**config.mk**
```make
export PLATFORM = sky130hd
export DESIGN_NAME = alu_sub_arbiter
export DESIGN_NICKNAME = d
export VERILOG_FILES = /design/src/rtl/alu_sub_arbiter.sv
export SDC_FILE = /design/constraint.sdc
export NUM_CORES = 1
export LEC_CHECK = 0
export BUFFER_PORTS_ARGS = -buffer_cell sky130_fd_sc_hd__buf_2
export CAP_MARGIN = 20
export CORE_UTILIZATION = 45
export CTS_CLUSTER_DIAMETER = 30
export DETAILED_ROUTE_END_ITERATION = 10
export HOLD_SLACK_MARGIN = 0.1
export PLACE_DENSITY = 0.82
export SLEW_MARGIN = 30
export SYNTH_ARGS = -nofsm -noshare
export SYNTH_HDL_FRONTEND = slang
export SYNTH_SLANG_ARGS = --single-unit
export TNS_END_PERCENT = 5
```
**constraint.sdc**
```tcl
create_clock -name clk_i -period 6.4 [get_ports clk_i]
set_input_delay 0.64 -clock clk_i [delete_from_list [all_inputs] [get_ports clk_i]]
set_output_delay 0.64 -clock clk_i [all_outputs]
set_load 0.01 [all_outputs]
```
**src/rtl/alu_sub_arbiter.sv**
```systemverilog
// Round-robin arbiter sharing one 32-bit add/sub unit among NREQ requesters,
// with a single registered result slot. Define ALU_SUB_ARB_OVF_EN to add rsp_ovf_o.
module alu_sub_arbiter #(
  parameter int NREQ = 2,
  parameter int IDW  = 2
) (
  input  logic                 clk_i,
  input  logic                 rst_i,
  input  logic [NREQ-1:0]      req_valid_i,
  output logic [NREQ-1:0]      req_ready_o,
  input  logic [NREQ-1:0]      req_op_i,
  input  logic [32*NREQ-1:0]   req_a_i,
  input  logic [32*NREQ-1:0]   req_b_i,
  output logic                 rsp_valid_o,
  input  logic                 rsp_ready_i,
  output logic [IDW-1:0]       rsp_id_o,
  output logic [31:0]          rsp_c_o
`ifdef ALU_SUB_ARB_OVF_EN
  ,
  output logic                 rsp_ovf_o
`endif
);

  typedef enum logic {EMPTY, FULL} slot_state_t;

  slot_state_t    state_q, state_d;
  logic [IDW-1:0] rr_ptr_q, rr_ptr_d;

  logic           hi_vld, lo_vld, grant_vld;
  logic [IDW-1:0] hi_idx, lo_idx, grant_idx;
  logic           can_accept, transfer;
  logic           sel_op;
  logic [31:0]    sel_a, sel_b, sum;

  // Round-robin: first valid at or above rr_ptr, otherwise the lowest valid index.
  always_comb begin
    // NOTE: every combinational output gets a default first so no path can infer a latch.
    hi_vld = 1'b0;
    hi_idx = '0;
    lo_vld = 1'b0;
    lo_idx = '0;
    for (int i = 0; i < NREQ; i++) begin
      if (!hi_vld && req_valid_i[i] && (IDW'(i) >= rr_ptr_q)) begin
        hi_vld = 1'b1;
        hi_idx = IDW'(i);
      end
      if (!lo_vld && req_valid_i[i]) begin
        lo_vld = 1'b1;
        lo_idx = IDW'(i);
      end
    end
    grant_vld = hi_vld | lo_vld;
    grant_idx = hi_vld ? hi_idx : lo_idx;
  end

  assign can_accept = (state_q == EMPTY) || rsp_ready_i;
  assign transfer   = !rst_i && grant_vld && can_accept;

  always_comb begin
    req_ready_o = '0;
    sel_op      = 1'b0;
    sel_a       = '0;
    sel_b       = '0;
    for (int i = 0; i < NREQ; i++) begin
      req_ready_o[i] = transfer && (grant_idx == IDW'(i));
      if (grant_idx == IDW'(i)) begin
        sel_op = req_op_i[i];
        sel_a  = req_a_i[32*i +: 32];
        sel_b  = req_b_i[32*i +: 32];
      end
    end
  end

  // Subtraction as a + ~b + 1 through the same adder.
  assign sum = sel_a + (sel_op ? ~sel_b : sel_b) + 32'(sel_op);

  always_comb begin
    state_d  = state_q;
    rr_ptr_d = rr_ptr_q;
    if (transfer) begin
      state_d  = FULL;
      rr_ptr_d = (grant_idx == IDW'(NREQ - 1)) ? '0 : grant_idx + IDW'(1);
    end else if (rsp_ready_i) begin
      state_d = EMPTY;
    end
  end

  always_ff @(posedge clk_i) begin
    // NOTE: registers update with non-blocking assignments so every flop samples pre-edge values.
    if (rst_i) begin
      state_q  <= EMPTY;
      rr_ptr_q <= '0;
    end else begin
      state_q  <= state_d;
      rr_ptr_q <= rr_ptr_d;
    end
  end

  always_ff @(posedge clk_i) begin
    if (rst_i) begin
      rsp_id_o <= '0;
      rsp_c_o  <= '0;
    end else if (transfer) begin
      rsp_id_o <= grant_idx;
      rsp_c_o  <= sum;
    end
  end

  assign rsp_valid_o = (state_q == FULL);

`ifdef ALU_SUB_ARB_OVF_EN
  // Overflow when the result sign differs from a while the effective operand signs agree.
  logic ovf;
  assign ovf = (sel_a[31] ^ sum[31]) & ~(sel_a[31] ^ sel_b[31] ^ sel_op);

  always_ff @(posedge clk_i) begin
    if (rst_i) begin
      rsp_ovf_o <= 1'b0;
    end else if (transfer) begin
      rsp_ovf_o <= ovf;
    end
  end
`endif

endmodule

```
=== Word-level counts from Yosys, hierarchy flattened ===
Cells that the tools add are included.

* Flip-flop bits (word level): 37
* Input bits: 135
* Output and inout bits: 37
* Logic and storage cells: 44

* $add $sub $neg: 3
* Magnitude comparators: 2
* Eq/ne operators: 1
* Mux-type cells: 17
* Bitwise logic cells: 3
* Reduce and logical (&&, ||, !) cells: 14

{| class="wikitable"
|+ Operator list
! cell !! number
|-
| $mux 32 || 5
|-
| $add 32x1->32 || 1
|-
| $add 32x32->32 || 1
|-
| $not 32->32 || 1
|-
| $mux 1 || 10
|-
| $logic_and 1x1->1 || 8
|-
| $ge 1x2->1 const A || 2
|-
| $mux 2 || 2
|-
| $logic_not 1->1 || 3
|-
| $add 2x1->2 const B || 1
|-
| $eq 2x1->1 const B || 1
|-
| $logic_not 2->1 || 1
|-
| $reduce_bool 2->1 || 1
|-
| $logic_or 1x1->1 || 1
|-
| $not 1->1 || 1
|-
| $or 1x1->1 || 1
|}

=== Longest topological paths before layout ===
Gate-level depths: netlist (run 1).

* Word-level depth: 15
* Mapped depth: 14
* Depth with buffers taken out: 13

=== Least setup slack after synthesis (run 1) ===
No wires, ideal clock.

* Path kind: input to register
* Start point: in req_valid_i[1]
* End point: reg rsp_c_o[29]
* Library setup time: 0.134 ns
* Data arrival time: 4.149 ns
* Required time: 6.266 ns
* Setup slack: 2.117 ns
* Cell stages on the path: 14
* Path buffers: 2
* Path through: clkbuf_1 nand2_1 mux2i_1 clkbuf_1 xor2_1 ha_1 a21oi_2 o21ai_1 or4_1 or3_4 nand3_4 o21ai_2 o311a_1 or4_1

* Cells in the longest elaborated chain, start to end: 11
* Elaborated cells between the ends (all ways): 23
* Classes of those cells: add/sub: 2; eq/ne: 1; mux: 12; bitwise: 2; reduce/logical: 6

{| class="wikitable"
|+ Ends and longest elaborated chain
! item !! RTL line !! source
|-
| start, declared || 9 || <nowiki>input logic [NREQ-1:0] req_valid_i,</nowiki>
|-
| $logic_and 1x1->1 (2 in series) || 43 || <nowiki>if (!hi_vld && req_valid_i[i] && (IDW'(i) >= rr_ptr_q)) begin</nowiki>
|-
| $mux 1 || 43 ||
|-
| $mux 2 || 53 || <nowiki>grant_idx = hi_vld ? hi_idx : lo_idx;</nowiki>
|-
| $logic_not 2->1 || 66 || <nowiki>if (grant_idx == IDW'(i)) begin</nowiki>
|-
| $mux 32 (2 in series) || 66 ||
|-
| $not 32->32 || 75 || <nowiki>assign sum = sel_a + (sel_op ? ~sel_b : sel_b) + 32'(sel_op);</nowiki>
|-
| $mux 32 || 75 ||
|-
| $add 32x32->32 || 75 ||
|-
| $add 32x1->32 || 75 ||
|-
| end signal, assigned || 105 || <nowiki>rsp_c_o <= sum;</nowiki>
|-
| end, declared || 17 || <nowiki>output logic [31:0] rsp_c_o</nowiki>
|}

Parallel ways exist; a longest one is shown, timed or not.
A chain may end at the register's enable or synchronous reset.

=== Final worst setup path (run 1) ===
* Start point: in req_valid_i[0]
* End point: reg rsp_c_o[30]

* Cells in the longest elaborated chain, start to end: 14
* Elaborated cells between the ends (all ways): 28
* Classes of those cells: add/sub: 2; eq/ne: 1; mux: 14; bitwise: 2; reduce/logical: 9

{| class="wikitable"
|+ Ends and longest elaborated chain
! item !! RTL line
|-
| $logic_and 1x1->1 || 43
|-
| $mux 1 || 43
|-
| $logic_not 1->1 || 43
|-
| $logic_and 1x1->1 (2 in series) || 43
|-
| $mux 1 || 43
|-
| $mux 2 || 53
|-
| $logic_not 2->1 || 66
|-
| $mux 32 (2 in series) || 66
|-
| $not 32->32 || 75
|-
| $mux 32 || 75
|-
| $add 32x32->32 || 75
|-
| $add 32x1->32 || 75
|}

Parallel ways exist; a longest one is shown, timed or not.

==> run summary, run 1 <==
Cell Chain, Critical Path: buf_2 > nand2b_1 > nand2_2 > mux2i_4 > buf_4 > xor2_1 > fa_1 > a211oi_1 > o211ai_1 > a221oi_2 > o211ai_1 > nand2_1 > o21ai_1 > o311a_1 > o21ai_1
Share of cells above drive strength 1: 0.373
Mapped Cells: 465
Synthesized area: 3940 sq um
Antenna diodes: 0
Sink Count: 35
Synth Warn #: 0
RSZ-0062 raised after global routing: no
Multiplexer share of the synthesized area: 0.170
Worst slack, placed: 1820 ps
Slowest stage cell, crit path: mux2i_4
Area of the multi-input gates: 3140 sq um
Slew headroom: 0.440
Min-delay worst type: register to register
DR iter-0 viols: 139
Synthesized-area fraction occupied by adder cells: 0.100
Status: completed
Crit path largest cell delay: 510 ps
Number of I/O pins: 172
Initial Utilization: 0.472
Worst setup margin: 2130 ps
Slew Viols, Final: 0
Post_cts resized: 0
Post-synthesis cell type count: 64
Post-DP HPWL: 8.63 mm
Synth Net Count: 631
WL final: 10.9 mm
Number of CTS-inserted buffers: 5
Synth Area in Compound Gates: 0.222
Core ar.: 8340 sq um
Std-Cell Rows: 33
Crit-path max FO: 21
Routed wire length per instance: 15.1 um
Fin area: 4950 sq um
Syn_area_per_cell: 8.47 sq um
Max VDD drop: 0.0000961 V
Leakage: 0.00240 uW
Fmax: 0.234 GHz
Post-route minimum period: 4270 ps
Critical path capture point type: register
Max Cap Viol: 0
# DRC: 0
Pwr dens: 241 nW/um^2
Largest net degree at the start of global routing: 38
DIE WIDTH: 95.6 um
Area grow syn2layout: 25.7%
Die H: 95.6 um
Final setup viols: 0
Buffers added on ports: 170
Worst-Skew Late Latency: 290 ps
Largest family of logic cells by synthesized area: compound AO/OA/AOI/OAI gates
Final hold slack: 481 ps
Actual slew at the worst max-slew pin: 840 ps
Area post-placement: 4870 sq um
CTS hold repair buffers: 0
Xor-xnor portion of the synthesized cell area: 0.120
First-pass GRT wire length: 17.2 mm
Antenna violations before repair: 0
Arr. time, crit path: 4490 ps
ANT nets after route: 0
Synth Flop Type: dfxtp_1
Simple-gate area share of the yosys netlist: 0.178
RD Place Congestion: 0.885
CTS tree: done
All-layer global routing usage: 0.237
Full die area: 9130 sq um
Vias/cell: 5.60
Clock Skews: 8.61 ps
Startpoint types: input pin
Root buffer cell: clkbuf_8
Post-synth EDFFs: 0
Setup CP Type: input pin to register
# nets final: 784
WP data required: 6630 ps
Clock buffer depth: 2
Via Count: 4,051
Post CTS Setup Buffer Count: 0
Setup Total Neg Slack: 0 ps
Clk slew on worst S/H paths: 80 ps
Sequential area share after synthesis: 0.178
Register Area: 701 sq um
Fill count: 777
Hold Fails Final Rpt: 0
Drt pass-1 iters: 5
Remaining global-route overflow: 0
FFs w/ async S/R, synth: 0
H-Tree Depth: 2
Vias in the first global route: 3,760
Tcrit/Tclk final: 0.667
Register bit total from synthesis: 35
## Yosys cell counts, types with 3 or more instances
cell      instances  area, sq um
nand3b_1         25          188
nand3_1           4         20.0
ha_1             30          375
o21a_1            6         45.0
nand4_1           3         18.8
nor2_1           19         71.3
dfxtp_1          35          701
xnor2_1          14          123
or3_1             4         25.0
and2_1            4         25.0
mux2i_1          33          330
mux2_2           30          338
a21oi_2           5         43.8
o31ai_1           3         22.5
o21bai_1          5         37.5
o21ai_0          31          155
clkbuf_1         24         90.1
xor2_1           40          350
and3_1            6         37.5
a21o_1           10         75.1
nor3b_1           8         60.1
a21oi_1          27          135
inv_1             5         18.8
o211ai_1          6         45.0
a211oi_1          3         22.5
nand2b_1          8         50.1
nand2_1          19         71.3
o21ai_1           7         35.0
nor3_1            8         40.0
## final timing paths
kind                  start           to  depth (start not counted)  slack [ps]
max          req_valid_i[0]  rsp_c_o[30]                         15        2130
min             rsp_c_o[26]  rsp_c_o[26]                          2         480
max reg2reg     rr_ptr_q[0]  rsp_c_o[30]                         14        2230
min reg2reg     rsp_c_o[26]  rsp_c_o[26]                          2         480
## sequential cells by signal, summed over array words and instances (netlist names)
register     count
rsp_c_o         32
rr_ptr_q         1
rsp_id_o         1
rsp_valid_o      1
## worst max-delay path: cells and delay by family
kind	cells	cell delay (ps)
AO/OA/AOI/OAI	7	1770
buffers and inverters	2	560
multiplexers	1	510
adder cells (fa/ha/maj)	1	470
AND/OR/NAND/NOR	3	360
XOR/XNOR	1	180
## metal layers
layer  wire length, um  track usage  vias to the layer above
met4               119       0.0585                        0
met2              5380        0.415                      138
met3               529       0.0287                       13
li1                  -            -                     2029
met1              4880        0.307                     1871
met5                 0            0                        -
## area by class of cell
cell class / instances / share of cell area
Inverter: 5 / 0.00379
Multi-Input combinational cell: 398 / 0.635
Clock buffer: 6 / 0.0147
Tap cell: 105 / 0.0265
Timing Repair Buffer: 173 / 0.176
Clock inverter: 2 / 0.00253
Sequential cell: 35 / 0.142
## cell families after synthesis
group | count (synthesis)
flops | 35
xor+xnor | 54
mux | 63
buf+inv | 32
compound gates | 130
simple gates | 119
other cells | 1
fa+ha+maj | 31
## placed cells by master, fill, tap and decap left out, types with 4 or more instances in the layout
master	n
a21o_1	10
a21oi_1	27
a21oi_2	5
and3_1	6
buf_2	170
clkbuf_8	5
dfxtp_1	35
ha_1	30
inv_1	5
mux2_2	30
mux2i_1	32
nand2_1	18
nand2b_1	8
nand3_1	4
nand3b_1	25
nor2_1	19
nor3_1	8
nor3b_1	8
o211ai_1	6
o21a_1	6
o21ai_0	30
o21ai_1	7
o21bai_1	5
or3_1	4
xnor2_1	14
xor2_1	40
## report_power, final
group	switching (uW)	internal (uW)
clock network	85.9	76.2
registers	30.8	279
logic	395	325
## per-stage QoR
step / total power, uW / utilization / cells
global placement: 1010 / 0.583 / 716
finish: 1190 / 0.594 / 724
CTS: 1200 / 0.594 / 724
floorplan: 820 / - / 465
detailed placement: 1030 / 0.583 / 716
global route: 1290 / 0.594 / 724
Power figures use the tool's default switching activity.
==> run 2, diff against run 1 <==
Settings changed: ABC_AREA set to 1, PLACE_DENSITY 0.82 to 0.84.
Clock period 6.4 ns to 3.8 ns, I/O delays scaled along.
==> run 2 against run 1 <==
- cell area grew 8.6%
- area after synthesis rose by 9.7%
- critical endpoint is now rsp_c_o[29]
- worst hold slack worse by 200 ps
==> run summary, run 2 <==
Number of flip-flops in the largest register: 32 (unchanged)
Fill count: 966 (was 777)
Synthesized area: 4320 sq um (was 3940 sq um)
Cell taking the most area after synthesis: nand2_1 (was dfxtp_1)
FFs w/ async S/R, synth: 0 (unchanged)
DIE WIDTH: 100 um (was 95.6 um)
Fmax: 0.300 GHz
Leakage: 0.00319 uW (was 0.00240 uW)
Syn_area_per_cell: 6.11 sq um (was 8.47 sq um)
Slew headroom: 0.499 (was 0.440)
RD Place Congestion: 0.992 (was 0.885)
Antenna violations before repair: 0 (unchanged)
Via Count: 4,982 (was 4,051)
Highest-count cells in the layout ignoring fill and taps: nand2_1, buf_2, inv_1 (was buf_2, xor2_1, dfxtp_1)
ANT nets after route: 0 (unchanged)
Area grow syn2layout: 24.4% (was 25.7%)
Sink Count: 35 (unchanged)
Number of CTS-inserted buffers: 5 (unchanged)
Critical path capture point type: register (unchanged)
Antenna diodes: 0 (unchanged)
Total Power: 2110 uW (was 1190 uW)
First-pass GRT wire length: 20.3 mm (was 17.2 mm)
WP data required: 3980 ps (was 6630 ps)
Synth Flop Type: dfxtp_1 (unchanged)
Crit path launch: rr_ptr_q[0] (was req_valid_i[0])
Worst path top cell family by delay: compound AO/OA/AOI/OAI gates (unchanged)
Post-synth EDFFs: 0 (unchanged)
Post-DP HPWL: 10.4 mm (was 8.63 mm)
Setup Total Neg Slack: 0 ps (unchanged)
RSZ-0062 raised after global routing: no (unchanged)
Register bit total from synthesis: 35 (unchanged)
CTS tree: done (unchanged)
Vias/cell: 5.00 (was 5.60)
Drt pass-1 iters: 7 (was 5)
Remaining global-route overflow: 0 (unchanged)
Status: completed (unchanged)
Post-synthesis cell type count: 39 (was 64)
Synth Net Count: 873 (was 631)
Routed wire length per instance: 12.5 um (was 15.1 um)
# nets final: 1,033 (was 784)
WL final: 12.5 mm (was 10.9 mm)
Post_cts resized: 0 (unchanged)
Post-route minimum period: 3340 ps
Post CTS Setup Buffer Count: 0 (unchanged)
Cell Chain, Critical Path: inv_2 > nand2_2 > nand2_2 > nand2_1 > nand2_2 > buf_4 > xor2_1 > ha_1 > a21o_1 > a31oi_1 > o21ai_0 > a21oi_1 > nand2_2 > nand2_1 > nand2_1 > nand2_1 > nand2_1 > o21bai_1 > inv_1 (was buf_2 > nand2b_1 > nand2_2 > mux2i_4 > buf_4 > xor2_1 > fa_1 > a211oi_1 > o211ai_1 > a221oi_2 > o211ai_1 > nand2_1 > o21ai_1 > o311a_1 > o21ai_1)
Largest net degree at the start of global routing: 63 (was 38)
Pwr dens: 393 nW/um^2 (was 241 nW/um^2)
Synth Warn #: 0 (unchanged)
Largest reg by FF count: rsp_c_o (unchanged)
CTS hold repair buffers: 0 (unchanged)
Max VDD drop: 0.000194 V (was 0.0000961 V)
# DRC: 0 (unchanged)
Actual slew at the worst max-slew pin: 751 ps (was 840 ps)
Crit-path max FO: 30 (was 21)
Slew Viols, Final: 0 (unchanged)
H-Tree Depth: 2 (unchanged)
Most common cell after layout, fill and taps aside: nand2_1 (was buf_2)
Arr. time, crit path: 3510 ps (was 4490 ps)
Root buffer cell: clkbuf_8 (unchanged)
Slowest stage cell, crit path: buf_4 (was mux2i_4)
Worst-Skew Late Latency: 280 ps (was 290 ps)
Startpoint types: register (was input pin)
Cell repeated most along the worst path: nand2_1
Initial Utilization: 0.465 (was 0.472)
Sequential area share after synthesis: 0.162 (was 0.178)
Hold Fails Final Rpt: 0 (unchanged)
Top post-synthesis cells by count: nand2_1, inv_1, nor2_1 (was xor2_1, dfxtp_1, mux2i_1)
Share of cells above drive strength 1: 0.236 (was 0.373)
Mapped Cells: 707 (was 465)
DR iter-0 viols: 303 (was 139)
CP Buf/Inv Count: 3 (was 2)
Synth top area share: 0.205 (was 0.178)
Hold_sp: rst_i (was rsp_c_o[26])
Crit path largest cell delay: 420 ps (was 510 ps)
Min-delay worst type: input pin to register (was register to register)
Max Cap Viol: 0 (unchanged)
Synth area leaders: nand2_1, dfxtp_1, ha_1 (was dfxtp_1, ha_1, xor2_1)
Most frequent cell after synthesis: nand2_1 (was xor2_1)
Tcrit/Tclk final: 0.878
Worst reg2reg startpoint: rr_ptr_q[0] (unchanged)
Vias in the first global route: 4,422 (was 3,760)
Setup CP Type: register to register (was input pin to register)
Clk slew on worst S/H paths: 70 ps (was 80 ps)
Final setup viols: 0 (unchanged)
Full die area: 10,000 sq um (was 9130 sq um)
Die H: 100 um (was 95.6 um)
All-layer global routing usage: 0.249 (was 0.237)
Clock buffer depth: 2 (unchanged)
Core ar.: 9280 sq um (was 8340 sq um)
Number of I/O pins: 172 (unchanged)
Std-Cell Rows: 35 (was 33)
Buffers added on ports: 170 (unchanged)
Clock Skews: 2.42 ps (was 8.61 ps)
run 2: changes by cell type after synthesis, sizes merged, moves of 8 or more:
cell	previous run	this run
nor3b	8	0
clkbuf	24	15
inv	5	76
nand2b	8	0
mux2	30	0
nor2	19	45
nand3	5	40
nand3b	25	2
nand2	19	250
run 2: final cells by class:
| class | instances | area, sq um | share of cell area |
|---|---|---|---|
| clock buffer | 6 | 82.6 | 0.0154 |
| clock inverter | 1 | 5.00 | 0.000931 |
| inverter | 78 | 293 | 0.0545 |
| multi-input combinational | 571 | 3230 | 0.600 |
| sequential | 35 | 701 | 0.130 |
| tap | 129 | 161 | 0.0300 |
| timing repair buffer | 176 | 908 | 0.169 |
run 2: metal layers:
layer | vias up | GRT usage | routed length (um)
met3 | 9 | 0.0209 | 755
met2 | 198 | 0.419 | 5560
li1 | 2597 | - | -
met5 | - | 0 | 0
met1 | 2178 | 0.348 | 6050
met4 | 0 | 0.0546 | 108
run 2: per-stage QoR:
stage               hold WS (ps)  utilization  cells  area [sq um]  setup slack, ps
floorplan                    441            -    707          4320              994
global placement             456        0.570    989          5290              448
detailed placement           458        0.570    989          5290              414
CTS                          277        0.579    996          5380              503
global route                 276        0.579    996          5380              174
finish                       283        0.579    996          5380              463
run 2: report_power, final:
part | switching (uW) | total, uW | internal (uW)
Sequential | 42.1 | 492 | 450
Clock | 124 | 267 | 142
Combinational | 840 | 1350 | 513
Total | 1010 | 2110 | 1110
run 2: cells by family after synthesis:
family / share of synthesized area
simple gates: 0.337
compound gates: 0.149
buf+inv: 0.0921
xor+xnor: 0.0953
flops: 0.162
fa+ha+maj: 0.0915
mux: 0.0718
other cells: 0.000868
run 2: worst reg2reg max path, stage by stage, from the launching register on:
cell and delay [ps]:
dfxtp_1 310, inv_2 60, nand2_2 80, nand2_2 160, nand2_1 110, nand2_2 110, buf_4 420, xor2_1 200
ha_1 310, a21o_1 210, a31oi_1 350, o21ai_0 200, a21oi_1 190, nand2_2 90, nand2_1 70, nand2_1 70
nand2_1 60, nand2_1 50, o21bai_1 140, inv_1 50
run 2: final timing paths:
kind	slack, ps	endpoint	depth (start not counted)
worst min-delay path	280	rsp_valid_o	2
worst max register to register	460	rsp_c_o[29]	19
worst max-delay path	460	rsp_c_o[29]	19
worst min register to register	470	rsp_c_o[15]	2
